**config.mk**
```make
export PLATFORM = sky130hd
export DESIGN_NAME = if_stage
export DESIGN_NICKNAME = d
export VERILOG_FILES = /design/src/rtl/if_stage_pkg.sv /design/src/rtl/if_skid_buf.sv /design/src/rtl/if_stage.sv
export SDC_FILE = /design/constraint.sdc
export NUM_CORES = 1
export LEC_CHECK = 0
export CORE_ASPECT_RATIO = 1.5
export CORE_MARGIN = 4
export CORE_UTILIZATION = 51
export CTS_CLUSTER_SIZE = 28
export DETAILED_ROUTE_END_ITERATION = 8
export HOLD_SLACK_MARGIN = 0.12
export PLACE_DENSITY_LB_ADDON = 0.05
export REMOVE_ABC_BUFFERS = 1
export SETUP_SLACK_MARGIN = 0.1
export SYNTH_ARGS = -nofsm -noshare
export SYNTH_HDL_FRONTEND = slang
export SYNTH_SLANG_ARGS = --single-unit
```
**constraint.sdc**
```tcl
create_clock -name clk -period 4.85 [get_ports clk]
set_input_delay 0.97 -clock clk [delete_from_list [all_inputs] [get_ports clk]]
set_output_delay 0.97 -clock clk [all_outputs]
set_load 0.05 [all_outputs]
```
**src/rtl/if_stage_pkg.sv**
```systemverilog
// Shared CPU package for the instruction-fetch stage.
// Holds the instruction and PC widths, the NOP encoding, the PC increment,
// the fetch FSM state encoding and the skid-buffer entry layout.
package if_stage_pkg;

  localparam int INST_W = 32;
  localparam int PC_W   = 16;

  localparam logic [0:INST_W-1] NOP_INST = 32'h3C00_0000;
  localparam logic [0:PC_W-1]   PC_INC   = 16'd4;

  typedef enum logic [1:0] {
    IDLE   = 2'd0,
    FETCH  = 2'd1,
    HOLD   = 2'd2,
    SQUASH = 2'd3
  } state_t;

  typedef struct packed {
    logic [0:INST_W-1] inst;
    logic [0:PC_W-1]   pc;
  } skid_entry_t;

  // Sequential fetch address; wraps modulo 2^16 by width truncation.
  function automatic logic [0:PC_W-1] pc_next(input logic [0:PC_W-1] p);
    return p + PC_INC;
  endfunction

endpackage

```
**src/rtl/if_skid_buf.sv**
```systemverilog
// One-entry skid buffer holding a fetched word and its PC while decode stalls.
// Ports:
//   clk, reset  rising-edge clock, synchronous active-high reset
//   load        capture din (buffer becomes full)
//   drain       entry consumed by IF/ID (buffer becomes empty)
//   clear       discard entry (taken branch)
//   din / dout  {inst, pc} entry in / out
//   full        entry is valid
module if_skid_buf
  import if_stage_pkg::*;
(
  input  logic        clk,
  input  logic        reset,
  input  logic        load,
  input  logic        drain,
  input  logic        clear,
  input  skid_entry_t din,
  output skid_entry_t dout,
  output logic        full
);

  always_ff @(posedge clk) begin
    if (reset || clear) begin
      full <= 1'b0;
    end else if (load) begin
      full <= 1'b1;
    end else if (drain) begin
      full <= 1'b0;
    end
  end

  // NOTE: the payload is deliberately not reset; it is only meaningful while full=1.
  always_ff @(posedge clk) begin
    if (load) begin
      dout <= din;
    end
  end

endmodule

```
**src/rtl/if_stage.sv**
```systemverilog
// Instruction-fetch stage: owns the PC, issues single-outstanding fetch
// requests, and fills the IF/ID register. A stalled fetch parks its word in
// a one-entry skid buffer; a taken branch from decode redirects the PC and
// squashes any word still in flight.
// Ports:
//   clk, reset            rising-edge clock, synchronous active-high reset
//   stall                 decode hazard; IF/ID holds its value
//   ID_br_ctrl, ID_br_pc  branch taken in decode and its target
//   imem_req, imem_addr   fetch request and byte address
//   imem_rdata, imem_valid fetch response
//   ID_inst, ID_pc, ID_valid  registered IF/ID outputs
module if_stage
  import if_stage_pkg::*;
(
  input  logic              clk,
  input  logic              reset,
  input  logic              stall,
  input  logic              ID_br_ctrl,
  input  logic [0:PC_W-1]   ID_br_pc,
  output logic              imem_req,
  output logic [0:PC_W-1]   imem_addr,
  input  logic [0:INST_W-1] imem_rdata,
  input  logic              imem_valid,
  output logic [0:INST_W-1] ID_inst,
  output logic [0:PC_W-1]   ID_pc,
  output logic              ID_valid
);

  state_t          state;
  logic [0:PC_W-1] pc;
  logic [0:PC_W-1] squash_addr;  // address of the request being squashed
  logic            taken;
  logic            skid_load;
  logic            skid_drain;
  logic            skid_full;
  skid_entry_t     skid_in;
  skid_entry_t     skid_out;

  // A branch only counts when the instruction in decode is real.
  assign taken = ID_br_ctrl && ID_valid;

  // While squashing, the old request stays on the bus even though the PC
  // already holds the branch target.
  assign imem_req  = !reset && ((state == FETCH) || (state == SQUASH));
  assign imem_addr = (state == SQUASH) ? squash_addr : pc;

  // NOTE: every always_comb output gets a default first so no latch is inferred.
  always_comb begin
    skid_load   = 1'b0;
    skid_drain  = 1'b0;
    skid_in.inst = imem_rdata;
    skid_in.pc   = pc;
    if (!reset && !taken) begin
      skid_load  = (state == FETCH) && imem_valid && stall;
      skid_drain = (state == HOLD) && !stall;
    end
  end

  if_skid_buf u_skid (
    .clk   (clk),
    .reset (reset),
    .load  (skid_load),
    .drain (skid_drain),
    .clear (taken),
    .din   (skid_in),
    .dout  (skid_out),
    .full  (skid_full)
  );

  always_ff @(posedge clk) begin
    if (reset) begin
      state       <= IDLE;
      pc          <= '0;
      squash_addr <= '0;
      ID_inst     <= NOP_INST;
      ID_pc       <= '0;
      ID_valid    <= 1'b0;
    end else if (taken) begin
      // Branch beats stall: bubble IF/ID and redirect.
      ID_inst  <= NOP_INST;
      ID_valid <= 1'b0;
      pc       <= ID_br_pc;
      if (((state == FETCH) || (state == SQUASH)) && !imem_valid) begin
        state <= SQUASH;
        if (state == FETCH) begin
          squash_addr <= pc;
        end
      end else begin
        // Any same-cycle response is dropped here.
        state <= FETCH;
      end
    end else begin
      case (state)
        IDLE: begin
          state <= FETCH;
        end
        FETCH: begin
          if (imem_valid) begin
            pc <= pc_next(pc);
            if (stall) begin
              state <= HOLD;
            end else begin
              ID_inst  <= imem_rdata;
              ID_pc    <= pc;
              ID_valid <= 1'b1;
            end
          end
        end
        HOLD: begin
          if (!stall) begin
            ID_inst  <= skid_out.inst;
            ID_pc    <= skid_out.pc;
            ID_valid <= skid_full;
            state    <= FETCH;
          end
        end
        SQUASH: begin
          // Response to the abandoned request; PC already holds the target.
          if (imem_valid) begin
            state <= FETCH;
          end
        end
        default: state <= IDLE;
      endcase
    end
  end

endmodule
```
==> Word-level counts from Yosys, hierarchy flattened <==
Index checks and enable logic that the tools add are counted.
{ "op_classes": {"add_sub_neg": 1, "n_mul": 0, "div_mod_pow": 0, "n_lt_le_gt_ge": 0, "n_eq_ne": 10, "shifts": 0, "n_mux": 27, "bitwise": 1, "reduce_logical": 24} }
{ "op_table": {"columns": ["operator", "count"], "rows": [
  ["$mux 16", 7],
  ["$mux 32", 3],
  ["$pmux 32 s2", 1],
  ["$pmux 16 s2", 1],
  ["$add 16x3->16 const B", 1],
  ["$mux 2", 6],
  ["$ne 3x3->1 const B", 4],
  ["$pmux 2 s4", 1],
  ["$reduce_and 4->1", 2],
  ["$reduce_bool 2->1", 4],
  ["$logic_and 1x1->1", 7],
  ["$mux 1", 7],
  ["$ne 2x2->1 const B", 3],
  ["$reduce_and 5->1", 1],
  ["$eq 2x2->1 const B", 2],
  ["$logic_not 1->1", 4],
  ["$reduce_and 3->1", 1],
  ["$eq 2x1->1 const B", 1],
  ["$logic_not 2->1", 1],
  ["$logic_or 1x1->1", 2],
  ["$pmux 1 s2", 1],
  ["$reduce_and 2->1", 1],
  ["$reduce_or 2->1", 1],
  ["$not 1->1", 1]
]} }
{ "totals": {"ff_bits": 132, "latchBits": 0, "ramBits": 0, "mem_bits_ro": 0, "output_inout_bits": 66, "elab_cells": 72, "memories": 0} }

==> Logic depth before layout (Yosys ltp) <==
{ "depth": {"ltp_word": 6, "ltp_mapped": 8, "ltp_nobuf": 6} }

==> Cells and area by module <==
Synthesis repeated with hierarchy kept, for this count alone.
{ "hier_totals": {"cells_unflattened": 493, "hier_area_um2": 5461.5} }
{ "modules_own_cells": {"columns": ["mod", "instances", "cells_each", "area_per_inst_um2", "seq_area_each_um2"], "rows": [
  ["if_stage", 1, 441, 3975.1, 1661.6],
  ["if_skid_buf", 1, 52, 1486.4, 1461.4]
]} }

==> Least setup slack after synthesis <==
Ideal clock, no wire load.
{ "synth_timing": {"kind": "input to register", "start": "input port reset", "end": "register u_skid.dout[0] (netlist name), enable pin", "setup_ns": 0.454, "t_arrival_ns": 3.547, "t_required_ns": 4.396, "slack_ns": 0.849, "path_stages": 4, "path_buffers": 2, "cell_sequence": "clkbuf_1 > nand2b_1 > clkbuf_1 > nor2_1"} }
{ "synth_via": {"elab_chain_cells": 3} }
{ "synth_lines": {"columns": ["element", "line_no", "rtl"], "rows": [
  ["start, declared", "if_stage.sv:16", "input logic reset,"],
  ["$logic_not 1->1", "if_stage.sv:53", "if (!reset && !taken) begin"],
  ["$logic_and 1x1->1", "if_stage.sv:53", null],
  ["$mux 1", "if_stage.sv:53", null],
  ["net skid_load", "if_stage.sv:33", "logic skid_load;"],
  ["end signal, assigned", "if_skid_buf.sv:35", "dout <= din;"],
  ["end, declared", "if_skid_buf.sv:18", "output skid_entry_t dout,"]
]} }
The timed path passes the listed nets, and every way through them passes these cells.
A chain may end at the register's enable or synchronous reset.

==> Final worst setup path <==
{ "layout_timing": {"start": "register state[1]", "end": "output port imem_addr[1] (netlist name)"} }
{ "layout_via": {"elab_chain_cells": 2} }
{ "layout_lines": {"columns": ["element", "line_no", "rtl"], "rows": [
  ["start, declared", "if_stage.sv:29", "state_t state;"],
  ["start signal, assigned", "if_stage.sv:72", "state <= IDLE;"],
  ["start signal, assigned", "if_stage.sv:84", "state <= SQUASH;"],
  ["start signal, assigned", "if_stage.sv:90", "state <= FETCH;"],
  ["$eq 2x2->1", "if_stage.sv:45", "assign imem_addr = (state == SQUASH) ? squash_addr : pc;"],
  ["$mux 16", "if_stage.sv:45", null],
  ["end, declared", "if_stage.sv:21", "output logic [0:PC_W-1] imem_addr,"]
]} }
Every way passes these cells.

==> flow_summary.rst <==
.. list-table::
   :header-rows: 1

   * - Metric
     - Value
   * - Gpl congestion
     - 0.765
   * - Area fraction in and, or, nand and nor cells after synthesis
     - 0.111
   * - DR WL/cell
     - between 15 and 20 µm
   * - Endpoint of the worst hold path
     - squash_addr[8]
   * - Clk slew on worst S/H paths
     - 0.05 ns
   * - Worst reg2reg path startpoint
     - state[0]
   * - Std-Cell Rows
     - 46
   * - Proportion of synthesized chip area in sequential cells
     - 0.566
   * - Number of setup buffers added after CTS
     - 0
   * - Initial standard-cell utilization of the core
     - 0.521
   * - Port-buffer cells
     - 118
   * - CP delay by family, top
     - adder cells
   * - Layout Nets
     - 656
   * - Layout cells sized above 1
     - 0.121
   * - Final Cycle Share
     - 0.760
   * - Largest incremental delay on the critical path
     - between 0.7 and 0.8 ns
   * - Post-Layout Cell Count
     - about 760
   * - Setup clock skew after layout
     - about 0.011 ns
   * - Count of final hold-check violations
     - 0
   * - RSZ-0062 raised after global routing
     - false
   * - Half-perimeter wire length after placement
     - approximately 8600 µm
   * - Xor and xnor fraction of the mapped netlist area
     - 0.0191
   * - Required time reported for the critical path endpoint
     - 3.88 ns
   * - Overall power
     - 3.32 mW
   * - Clock tree sinks
     - 132
   * - Count of pins on the block boundary
     - roughly 120
   * - Signal arrival time at the worst endpoint
     - about 2.7 ns
   * - Number of buffers inserted for hold repair after clock tree synthesis
     - 0
   * - Final instance area
     - approximately 7400 µm²
   * - Worst-Margin Slew
     - 1.00 ns
   * - Critical path class
     - reg -> out
   * - Clock tree from TritonCTS
     - done
   * - Routed wire length
     - 12,500 µm
   * - VDD IR max
     - 0.283 mV
   * - Main combinational cell family by area after synthesis
     - compound AO/OA/AOI/OAI gates
   * - Synth Area in Compound Gates
     - 0.128
   * - CP endpoint kind
     - output port
   * - Crit-path max FO
     - 20
   * - Chip height
     - ~140 µm
   * - Fraction of the mapped netlist area in adder cells
     - 0.0113
   * - Cts repair resizes
     - 0
   * - Placed cells
     - 723
   * - Warning count from the yosys run
     - 0
   * - Worst setup margin
     - 1.16 ns
   * - Residual overflow from global routing
     - 0
   * - Detailed-router iteration count before antenna repair
     - 4
   * - Pre-CTS setup slack
     - about 1.3 ns
   * - Vias in the first global route
     - 4,031
   * - Synthesis-to-finish area growth
     - 34.6%
   * - Total die area
     - 12,600 µm²
   * - Initial antenna violation count
     - 0
   * - Count of endpoints failing setup in the final report
     - 0
   * - Maximum clock path buffer count
     - 2
   * - Placed Area
     - 6770 µm²
   * - Run status
     - finished clean
   * - Final sum of negative setup slack
     - 0 ns
   * - Setup crit start kind
     - register
   * - Syn Std Cell Area
     - 5510 µm²
   * - Num CTS Buffers
     - 17
   * - Later-pin clock latency in the skew report
     - roughly 0.4 ns
   * - Hold Startpoint
     - squash_addr[8]
   * - Cell with the largest stage delay on the worst path
     - ha_1
   * - Flip-flop and latch count after synthesis
     - roughly 130
   * - Time the worst path needs with I/O delays and setup
     - 3.69 ns
   * - Ordered list of cells on the worst path
     - ha_1, mux2_2, clkdlybuf4s50_1
   * - Highest Clock Rate
     - about 270 MHz
   * - Post-route DRC
     - 0
   * - Pwr dens
     - 448 nW/µm²
   * - Per-cell via count in the routed design
     - 5.36
   * - DRT iter0 DRCs
     - 141
   * - Maximum number of pins on one net before global-route repair
     - 52
   * - Number of cells on the worst reg-to-reg path
     - 5
   * - GRT Util Overall
     - 0.203
   * - Leakage power
     - 2.43 nW
   * - Unique cell type count in the Yosys netlist
     - 41
   * - Max_cap viols
     - 0
   * - Crit path depth
     - 3
   * - Post-Synthesis Mean Instance Area
     - 11.1 µm²
   * - Depth of the worst hold-timing path
     - 2
   * - Number of instances in the synthesized netlist
     - around 500
   * - First-pass GRT wire length
     - 20,100 µm
   * - Portion of netlist area occupied by mux cells
     - 0.126
   * - Total buffers and inverters traversed by the critical path
     - 1
   * - Flop2flop setup slack
     - 1.95 ns
   * - Clock tree root buffer cell
     - clkbuf_16
   * - Number of max-slew violations in the final report
     - 0
   * - Total area of sequential cells
     - 3120 µm²
   * - Core area
     - 10,600 µm²
   * - Remaining antenna violation count after routing
     - 0
   * - Area of combinational cells with multiple inputs
     - 2200 µm²
   * - H-tree lvl count
     - 4
   * - Antenna Cells
     - 0
   * - End of the worst register-to-register path
     - ID_pc[6]
   * - Fill cell instance count of the final layout
     - 820
   * - DR vias
     - between 4,000 and 5,000
   * - Horizontal extent of the die
     - 92.9 µm
   * - Worst-case headroom to the max-slew limit
     - 0.331
   * - Worst hold path class
     - reg -> reg
metrics by stage:
step                      utilization  hold slack (ns)
final                           0.701            0.452
after global routing            0.701            0.466
after CTS                       0.701            0.454
after detailed placement        0.639            0.447
after global placement          0.639            0.438
after floorplan                     -            0.427
how the worst max path moves through the flow:
stage | start | slack, ns | endpoint
floorplan | ID_br_ctrl | 0.07 | u_skid.dout[0]
global placement | imem_valid | 1.43 | ID_pc[0]
detailed placement | imem_valid | 1.33 | ID_inst[26]
CTS | state[1] | 1.14 | imem_addr[1]
global route | state[0] | 1.04 | imem_addr[1]
finish | state[1] | 1.16 | imem_addr[1]
layer usage:
| layer | part of all wire | wire length, µm | track usage | up-vias |
|---|---|---|---|---|
| met4 | 0.016 | 201 | 0.0774 | 0 |
| met1 | 0.42 | 5230 | 0.241 | 1930 |
| li1 | - | - | - | 2000 |
| met3 | 0.049 | 618 | 0.0517 | 15 |
| met2 | 0.52 | 6490 | 0.352 | 101 |
| met5 | 0 | 0 | 0 | - |
cells in the final DEF (no fill, tap or decap), drive strengths merged, types with 2 or more instances in the layout:
| cell type | n |
|---|---|
| a21oi | 35 |
| mux2i | 48 |
| a211oi | 58 |
| nand4 | 5 |
| nand2 | 48 |
| a311oi | 3 |
| xnor2 | 8 |
| nand3 | 7 |
| clkinvlp | 5 |
| clkbuf | 20 |
| bufinv | 5 |
| nor4 | 5 |
| clkdlybuf4s50 | 117 |
| edfxtp | 48 |
| dfxtp | 84 |
| nor3 | 2 |
| and2 | 3 |
| mux2 | 19 |
| ha | 5 |
| nor2 | 52 |
| inv | 8 |
| xor2 | 4 |
| buf | 7 |
| o21ai | 3 |
synth_stat cells:
| cell type | number | share of area |
|---|---|---|
| a211oi_1 | 56 | 0.076 |
| a211oi_2 | 2 | 0.0045 |
| a21oi_1 | 35 | 0.032 |
| a221oi_1 | 1 | 0.0016 |
| a311oi_1 | 3 | 0.0048 |
| and2_0 | 1 | 0.0011 |
| and2_1 | 2 | 0.0023 |
| and2b_1 | 1 | 0.0014 |
| and4_1 | 1 | 0.0016 |
| buf_1 | 3 | 0.0020 |
| buf_2 | 15 | 0.014 |
| buf_4 | 1 | 0.0014 |
| buf_6 | 1 | 0.0020 |
| clkbuf_1 | 20 | 0.014 |
| clkbuf_2 | 1 | 0.00091 |
| dfxtp_1 | 84 | 0.30 |
| edfxtp_1 | 48 | 0.26 |
| ha_1 | 5 | 0.011 |
| inv_1 | 7 | 0.0048 |
| mux2_2 | 19 | 0.039 |
| mux2i_1 | 48 | 0.087 |
| nand2_1 | 48 | 0.033 |
| nand2b_1 | 1 | 0.0011 |
| nand3_1 | 7 | 0.0064 |
| nand4_1 | 3 | 0.0034 |
| nand4_2 | 1 | 0.0023 |
| nand4_4 | 1 | 0.0039 |
| nor2_1 | 51 | 0.035 |
| nor2_2 | 1 | 0.0011 |
| nor2b_2 | 1 | 0.0016 |
| nor3_1 | 2 | 0.0018 |
| nor4_2 | 5 | 0.011 |
| o21ai_0 | 3 | 0.0027 |
| o21ba_2 | 1 | 0.0018 |
| o22ai_2 | 1 | 0.0023 |
| o2bb2ai_2 | 1 | 0.0027 |
| or2_2 | 1 | 0.0011 |
| or3_1 | 1 | 0.0011 |
| or3b_1 | 1 | 0.0016 |
| xnor2_1 | 8 | 0.013 |
| xor2_1 | 4 | 0.0064 |
worst register-to-register path, stage by stage (launching register included):
cell and delay (ns):
dfxtp_1 0.39, inv_1 0.08, ha_1 0.54, o22ai_2 0.77
and2_0 0.76, a211oi_1 0.19
registers in the layout, indices dropped and copies added (netlist names):
name	flops
ID_inst	32
ID_pc	16
ID_valid	1
pc	16
squash_addr	16
state	2
u_skid.dout	48
u_skid.full	1
kinds of logic after synthesis:
group,count (synthesis)
AOI/OAI and AO/OA,103
adders and majority gates,5
and+or+nand+nor,129
buffers and inverters,48
xor gates and xnor gates,12
muxes,67
DFF,132
final cells by class:
| type | count | area share |
|---|---|---|
| clock buffers | 20 | 0.0615 |
| clock inverters | 12 | 0.0271 |
| inverters | 7 | 0.00354 |
| flip-flops and latches | 132 | 0.421 |
| multi-input cells | 316 | 0.297 |
| well taps | 144 | 0.0243 |
| repair buffers | 124 | 0.166 |
power by group:
part | switching, mW | total (mW) | internal [mW]
logic | 0.408 | 0.647 | 0.239
registers | 0.0548 | 1.28 | 1.22
clock network | 0.459 | 1.40 | 0.940
(Power assumes the default switching activity.)
